===== src/rtl/seq_shift_add_multiplier.sv =====
// -----------------------------------------------------------------------------
// seq_shift_add_multiplier
//
// Iterative radix-2 shift-add multiplier. One partial product is folded into a
// 2*WIDTH-bit accumulator per clock, so a multiplication takes exactly WIDTH
// CALC cycles regardless of operand values (fixed latency, no early exit).
//
// Signed operation is handled in sign-magnitude form. The operand magnitudes
// are multiplied as unsigned numbers, and the final accumulator value is
// negated when the operand signs differ. The magnitude of -2^(WIDTH-1) is
// 2^(WIDTH-1). That value still fits in WIDTH unsigned bits, so no extra
// width is needed.
//
// Parameters
//   WIDTH      operand width (>= 2); product is 2*WIDTH bits
//   SIGNED_EN  1: is_signed honoured, 0: always unsigned
//
// Ports
//   clk        rising-edge clock
//   rst        synchronous active-high reset (overrides everything)
//   in_valid   operand pair a/b/is_signed is valid
//   in_ready   block accepts operands (IDLE only)
//   a, b       multiplicand / multiplier, WIDTH bits
//   is_signed  operands and product are two's complement (sampled at accept)
//   out_valid  product is valid (DONE only)
//   out_ready  consumer takes the product
//   product    registered result, 2*WIDTH bits, held until next completion
//   busy       CALC or DONE (= !in_ready)
// -----------------------------------------------------------------------------
module seq_shift_add_multiplier #(
    parameter int WIDTH     = 16,
    parameter bit SIGNED_EN = 1'b1
) (
    input  logic                 clk,
    input  logic                 rst,
    input  logic                 in_valid,
    output logic                 in_ready,
    input  logic [WIDTH-1:0]     a,
    input  logic [WIDTH-1:0]     b,
    input  logic                 is_signed,
    output logic                 out_valid,
    input  logic                 out_ready,
    output logic [2*WIDTH-1:0]   product,
    output logic                 busy
);

    localparam int PW = 2 * WIDTH;
    localparam int CW = $clog2(WIDTH);
    localparam logic [CW-1:0] CNT_LAST = CW'(WIDTH - 1);

    typedef enum logic [1:0] {
        ST_IDLE = 2'd0,
        ST_CALC = 2'd1,
        ST_DONE = 2'd2
    } state_t;

    // Two's-complement magnitude of a WIDTH-bit value. For the most negative
    // value the result is 2^(WIDTH-1), which is correct when read as unsigned.
    function automatic logic [WIDTH-1:0] f_abs(input logic [WIDTH-1:0] v);
        logic [WIDTH-1:0] res;
        if (v[WIDTH-1]) begin
            res = ~v + WIDTH'(1'b1);
        end else begin
            res = v;
        end
        return res;
    endfunction

    // Two's-complement negate of a full-width product.
    function automatic logic [PW-1:0] f_neg(input logic [PW-1:0] v);
        return ~v + PW'(1'b1);
    endfunction

    state_t             r_state;
    state_t             w_state_next;

    logic               r_in_ready;
    logic               r_out_valid;
    logic               r_busy;
    logic [PW-1:0]      r_product;

    logic [PW-1:0]      r_acc;
    logic [PW-1:0]      r_mcand;
    logic [WIDTH-1:0]   r_mplr;
    logic [CW-1:0]      r_cnt;
    logic               r_sgn;

    logic               w_is_signed_eff;
    logic               w_accept;
    logic               w_last;
    logic [WIDTH-1:0]   w_mag_a;
    logic [WIDTH-1:0]   w_mag_b;
    logic [PW-1:0]      w_addend;
    logic [PW-1:0]      w_acc_next;
    logic [PW-1:0]      w_result;

    // With SIGNED_EN=0 this folds to constant 0 and the sign logic disappears.
    assign w_is_signed_eff = is_signed & SIGNED_EN;
    assign w_accept        = (r_state == ST_IDLE) & in_valid;
    assign w_last          = (r_cnt == CNT_LAST);
    assign w_mag_a         = w_is_signed_eff ? f_abs(a) : a;
    assign w_mag_b         = w_is_signed_eff ? f_abs(b) : b;

    // Partial-product add: the multiplicand register is already pre-shifted
    // to the weight of the multiplier bit currently in position 0.
    assign w_addend   = r_mplr[0] ? r_mcand : '0;
    assign w_acc_next = r_acc + w_addend;
    assign w_result   = r_sgn ? f_neg(w_acc_next) : w_acc_next;

    assign in_ready  = r_in_ready;
    assign out_valid = r_out_valid;
    assign busy      = r_busy;
    assign product   = r_product;

    // Next-state logic for the IDLE -> CALC -> DONE -> IDLE sequence.
    always_comb begin
        w_state_next = r_state;
        case (r_state)
            ST_IDLE: begin
                if (w_accept) begin
                    w_state_next = ST_CALC;
                end else begin
                    w_state_next = ST_IDLE;
                end
            end
            ST_CALC: begin
                if (w_last) begin
                    w_state_next = ST_DONE;
                end else begin
                    w_state_next = ST_CALC;
                end
            end
            ST_DONE: begin
                // A handoff returns to IDLE. New operands are taken on the
                // following cycle, not in this one.
                if (out_ready) begin
                    w_state_next = ST_IDLE;
                end else begin
                    w_state_next = ST_DONE;
                end
            end
            default: begin
                w_state_next = ST_IDLE;
            end
        endcase
    end

    // State register.
    always_ff @(posedge clk) begin
        if (rst) begin
            r_state <= ST_IDLE;
        end else begin
            r_state <= w_state_next;
        end
    end

    // Handshake flags registered from the next state, so each one is a flop output.
    always_ff @(posedge clk) begin
        if (rst) begin
            r_in_ready  <= 1'b1;
            r_out_valid <= 1'b0;
            r_busy      <= 1'b0;
        end else begin
            r_in_ready  <= (w_state_next == ST_IDLE);
            r_out_valid <= (w_state_next == ST_DONE);
            r_busy      <= (w_state_next != ST_IDLE);
        end
    end

    // Datapath: operand capture, shift-add iteration and result latch.
    always_ff @(posedge clk) begin
        if (rst) begin
            r_acc     <= '0;
            r_mcand   <= '0;
            r_mplr    <= '0;
            r_cnt     <= '0;
            r_sgn     <= 1'b0;
            r_product <= '0;
        end else begin
            case (r_state)
                ST_IDLE: begin
                    if (w_accept) begin
                        r_sgn   <= w_is_signed_eff & (a[WIDTH-1] ^ b[WIDTH-1]);
                        r_mcand <= {{WIDTH{1'b0}}, w_mag_a};
                        r_mplr  <= w_mag_b;
                        r_acc   <= '0;
                        r_cnt   <= '0;
                    end else begin
                        r_cnt   <= r_cnt;
                    end
                end
                ST_CALC: begin
                    r_acc   <= w_acc_next;
                    r_mcand <= {r_mcand[PW-2:0], 1'b0};
                    r_mplr  <= {1'b0, r_mplr[WIDTH-1:1]};
                    r_cnt   <= r_cnt + CW'(1'b1);
                    // The last iteration writes the signed-corrected sum straight
                    // into the product register, so DONE has it on entry.
                    if (w_last) begin
                        r_product <= w_result;
                    end else begin
                        r_product <= r_product;
                    end
                end
                ST_DONE: begin
                    r_cnt <= r_cnt;
                end
                default: begin
                    r_cnt <= r_cnt;
                end
            endcase
        end
    end

endmodule


===== config.mk =====
export PLATFORM = sky130hd
export DESIGN_NAME = seq_shift_add_multiplier
export DESIGN_NICKNAME = d
export VERILOG_FILES = /design/src/rtl/seq_shift_add_multiplier.sv
export SDC_FILE = /design/constraint.sdc
export NUM_CORES = 1
export LEC_CHECK = 0
export ABC_AREA = 1
export BUFFER_PORTS_ARGS = -buffer_cell sky130_fd_sc_hd__buf_4
export CELL_PAD_IN_SITES_DETAIL_PLACEMENT = 2
export CELL_PAD_IN_SITES_GLOBAL_PLACEMENT = 2
export CORE_ASPECT_RATIO = 0.8
export CORE_MARGIN = 5
export CORE_UTILIZATION = 29
export CTS_CLUSTER_SIZE = 12
export DETAILED_ROUTE_END_ITERATION = 8
export PLACE_DENSITY_LB_ADDON = 0.25
export RECOVER_POWER = 50
export SLEW_MARGIN = 20
export SYNTH_ARGS = -nofsm -noshare
export SYNTH_HDL_FRONTEND = slang
export SYNTH_SLANG_ARGS = --single-unit

===== constraint.sdc =====
create_clock -name clk -period 2.9 [get_ports clk]
set_clock_uncertainty 0.15 [all_clocks]
set_input_delay 0.29 -clock clk [delete_from_list [all_inputs] [get_ports clk]]
set_output_delay 0.29 -clock clk [all_outputs]
set_load 0.01 [all_outputs]

==> impl_metrics.csv <==
group,metric,value,unit
clocking,clock-sinks,122,
synthesis,synth_ff_type,"dfxtp_1",
clocking,h-tree-depth,4,
synthesis,syn-cell-area,0.00883,sq mm
sta,slew_viol_final,0,
clocking,numCtsBuffers,17,
sta,fin_crit_sh,123,%
synthesis,synth_cell_types,45,
layout,fin_nets,1811,
sta,tightest_slew,1.42,ns
routing,vias,12000,
clocking,cts.clk_slew.worst_paths,0.08,ns
setup_path,worst_ep_required_time,3.15,ns
grt,grt-ovfl-total,0,
synthesis,ys_ff_latch,122,
die,die_w,205,um
pwr,intPower,3380,uW
routing,wl,60.8,mm
run,drv_cap,0,
synthesis,synth_async_sr_flop_share,0,%
pwr,p_per_area,383,mW/mm^2
layout,diodes,0,
placement,place_area,0.0109,sq mm
grt,grt_pass1_wl,74.7,mm
clocking,clockBufferDepth,2,
pwr,vdd_drop_max,352,uV
pwr,power_frac_comb,19.2,%
layout,final_layout_size_suffix_gt1_share,36.8,%
sta,rsz0062_at_grt,"yes",
grt,track_usage,28.1,%
grt,grt_pass1_vias,12700,
pwr,seqPwrFrac,34.1,%
layout,mostFrequentLayoutCell,"nand2_1",
setup_path,end_kind,"flop",
synthesis,syn_nets,1563,
placement,place.gp.congestion,0.846,
worst_hold_path,hold_class,"in -> reg",
die,rows,57,
sta,fmaxAchievable,280,MHz
layout,area_growth,52.9,%
synthesis,synth_edf_count,0,
die,fp.dieH,166,um
synthesis,yosysWarnings,0,
sta,hold_viol_final,0,
synthesis,synth_seq_area_share,27.7,%
layout,postLayoutCellArea,0.0135,sq mm
pwr,switchingPower,1780,uW
sta,setup_slack,-0.675,ns
placement,buffer_ports.inserted,71,
sta,finalSetupViolCount,42,
routing,routedWlPerCell,28.1,um
outcome,violations,"setup timing",
setup_path,critPathMaxFanout,6,
setup_path,worstSetupPathType,"reg -> reg",
synthesis,synthCells,1490,
pwr,swShare,34.5,%
routing,drc_errors,0,
synthesis,avgSynthCellArea,5.93,sq um
routing,firstDrtPassIters,5,
die,initial_utilization,29.3,%
sta,slew_headroom,5.63,%
setup_path,critPathArrivalTime,3.83,ns
pwr,clkPwrFrac,46.7,%
routing,ant_nets,0,
pwr,power.total,5170,uW
setup_path,crit_path_start_kind,"flop",
clocking,clk_latency,0.47,ns
placement,dp_hpwl,29.9,mm
routing,viasPerCell,5.54,
pwr,power_leakage,0.00654,uW
grt,grt_start_max_net_pins,85,
die,pin_count,72,
grt,antenna_found_initial,0,
clocking,cts_tree,"done",
clocking,root_buffer,"clkbuf_16",
routing,drt-initial-drc-count,861,
die,core,0.0302,sq mm
layout,final_cell_mix,"395 x nand2_1, 220 x buf_4, 173 x inv_1",
outcome,outcome,"finished, violations left",
sta,post-route-min-period,3.58,ns
die,dieArea,0.0341,sq mm
## per-stage QoR
| step | setup slack [ns] | std cells | setup TNS (ns) | util (%) | hold slack, ns |
|---|---|---|---|---|---|
| 5_1_grt | -0.738 | 2164 | -16.29 | 44.8 | 0.0400 |
| 4_1_cts | -0.264 | 2140 | -3.67 | 41.9 | 0.00606 |
| 3_5_place_dp | -0.508 | 2079 | -7.48 | 36.2 | 0.315 |
| 3_3_place_gp | -0.321 | 2079 | -3.87 | 36.2 | 0.301 |
| 2_1_floorplan | 0.00321 | 1490 | 0 | - | 0.289 |
| 6_report | -0.675 | 2164 | -13.27 | 44.8 | 0.0299 |
## what timing repair did
| item | 4_1_cts | 5_1_grt |
|---|---|---|
| cloned | 2 | 0 |
| gates resized for setup | 201 | 237 |
| pin swaps | 66 | 92 |
| hold buffers | 2 | 0 |
| endpoints found under the setup margin | 30 | 43 |
| hold endpoints to repair | 2 | 0 |
| buffers inserted | 25 | 26 |
## critical path, stage by stage (launching register included)
cell	delay, ns
dfxtp_4	0.41
buf_12	0.16
nand2_4	0.07
inv_4	0.05
ha_4	0.16
fa_2	0.41
nand3_4	0.11
nand3_4	0.13
nand3_2	0.16
nand3_4	0.15
nand2_1	0.15
nand3b_1	0.13
nand2_2	0.13
nand2_2	0.09
nor2_4	0.17
nand3_4	0.12
nor2_1	0.14
nor2_1	0.11
buf_4	0.22
nor2_2	0.11
nor2_2	0.06
nor2_1	0.11
## cell families after synthesis
logic type	Yosys count	share of synthesized area (%)
AOI/OAI and AO/OA	213	13.4
xor gates and xnor gates	14	1.39
adders and majority gates	36	5.19
buffers and inverters	270	11.6
DFF	122	27.7
and+or+nand+nor	835	40.8
## state kept, by name, summed over array words and instances, names as in the netlist
name	cells
r_mcand	32
r_mplr	16
product	32
r_state	2
busy	1
in_ready	1
r_cnt	4
r_sgn	1
out_valid	1
r_acc	32
## area by class of cell
type / instances / area [sq um]
sequential: 122 / 2450
multi-input combinational: 1098 / 6970
fill: 3543 / 16700
clock inverter: 15 / 176
tap: 413 / 517
clock buffer: 17 / 425
inverter: 219 / 837
timing repair buffer: 280 / 2120
## power groups by stage
stage	sequential [uW]	clock (uW)	combinational, uW
floorplan	1780	0	392
global placement	1780	0	676
detailed placement	1790	0	700
CTS	1750	2320	802
global route	1760	2470	1030
finish	1760	2420	992
## cell usage after synthesis, drive strengths merged, types with 2 or more instances
cell,number,area (sq um)
ha,35,438
nand2,560,2170
a211oi,2,15.0
nor2,119,520
or2,4,25.0
o21ai,53,269
clkbuf,40,150
a31oi,32,200
clkinv,3,11.3
a221oi,3,26.3
o21a,2,15.0
dfxtp,122,2440
buf,11,48.8
o211ai,3,22.5
o221ai,3,26.3
inv,216,811
xor2,13,114
a21o,2,15.0
nand3b,14,105
a21oi,107,547
nor3,14,80.1
nand3,110,613
and2,2,12.5
nand4,12,75.1
o21bai,3,22.5
## final timing paths
kind / endpoint / startpoint / slack (ns) / cells past startpoint
max: product[24] / r_mplr[0] / -0.68 / 21
min: r_mcand[10] / a[10] / 0.03 / 4
max reg2reg: product[24] / r_mplr[0] / -0.68 / 21
min reg2reg: r_mcand[31] / r_mcand[31] / 0.32 / 2
## metal layers
| layer | global-route usage [%] | share of wire, % | vias to the layer above | wire length [um] |
|---|---|---|---|---|
| met5 | 0 | 0 | - | 0 |
| met2 | 50.6 | 50 | 508 | 30100 |
| met3 | 4.02 | 4.5 | 235 | 2730 |
| met1 | 33.7 | 39 | 6040 | 23600 |
| met4 | 10.6 | 7.1 | 0 | 4330 |
| li1 | - | - | 5207 | - |
Note: power is estimated with default switching activity, not from simulation.
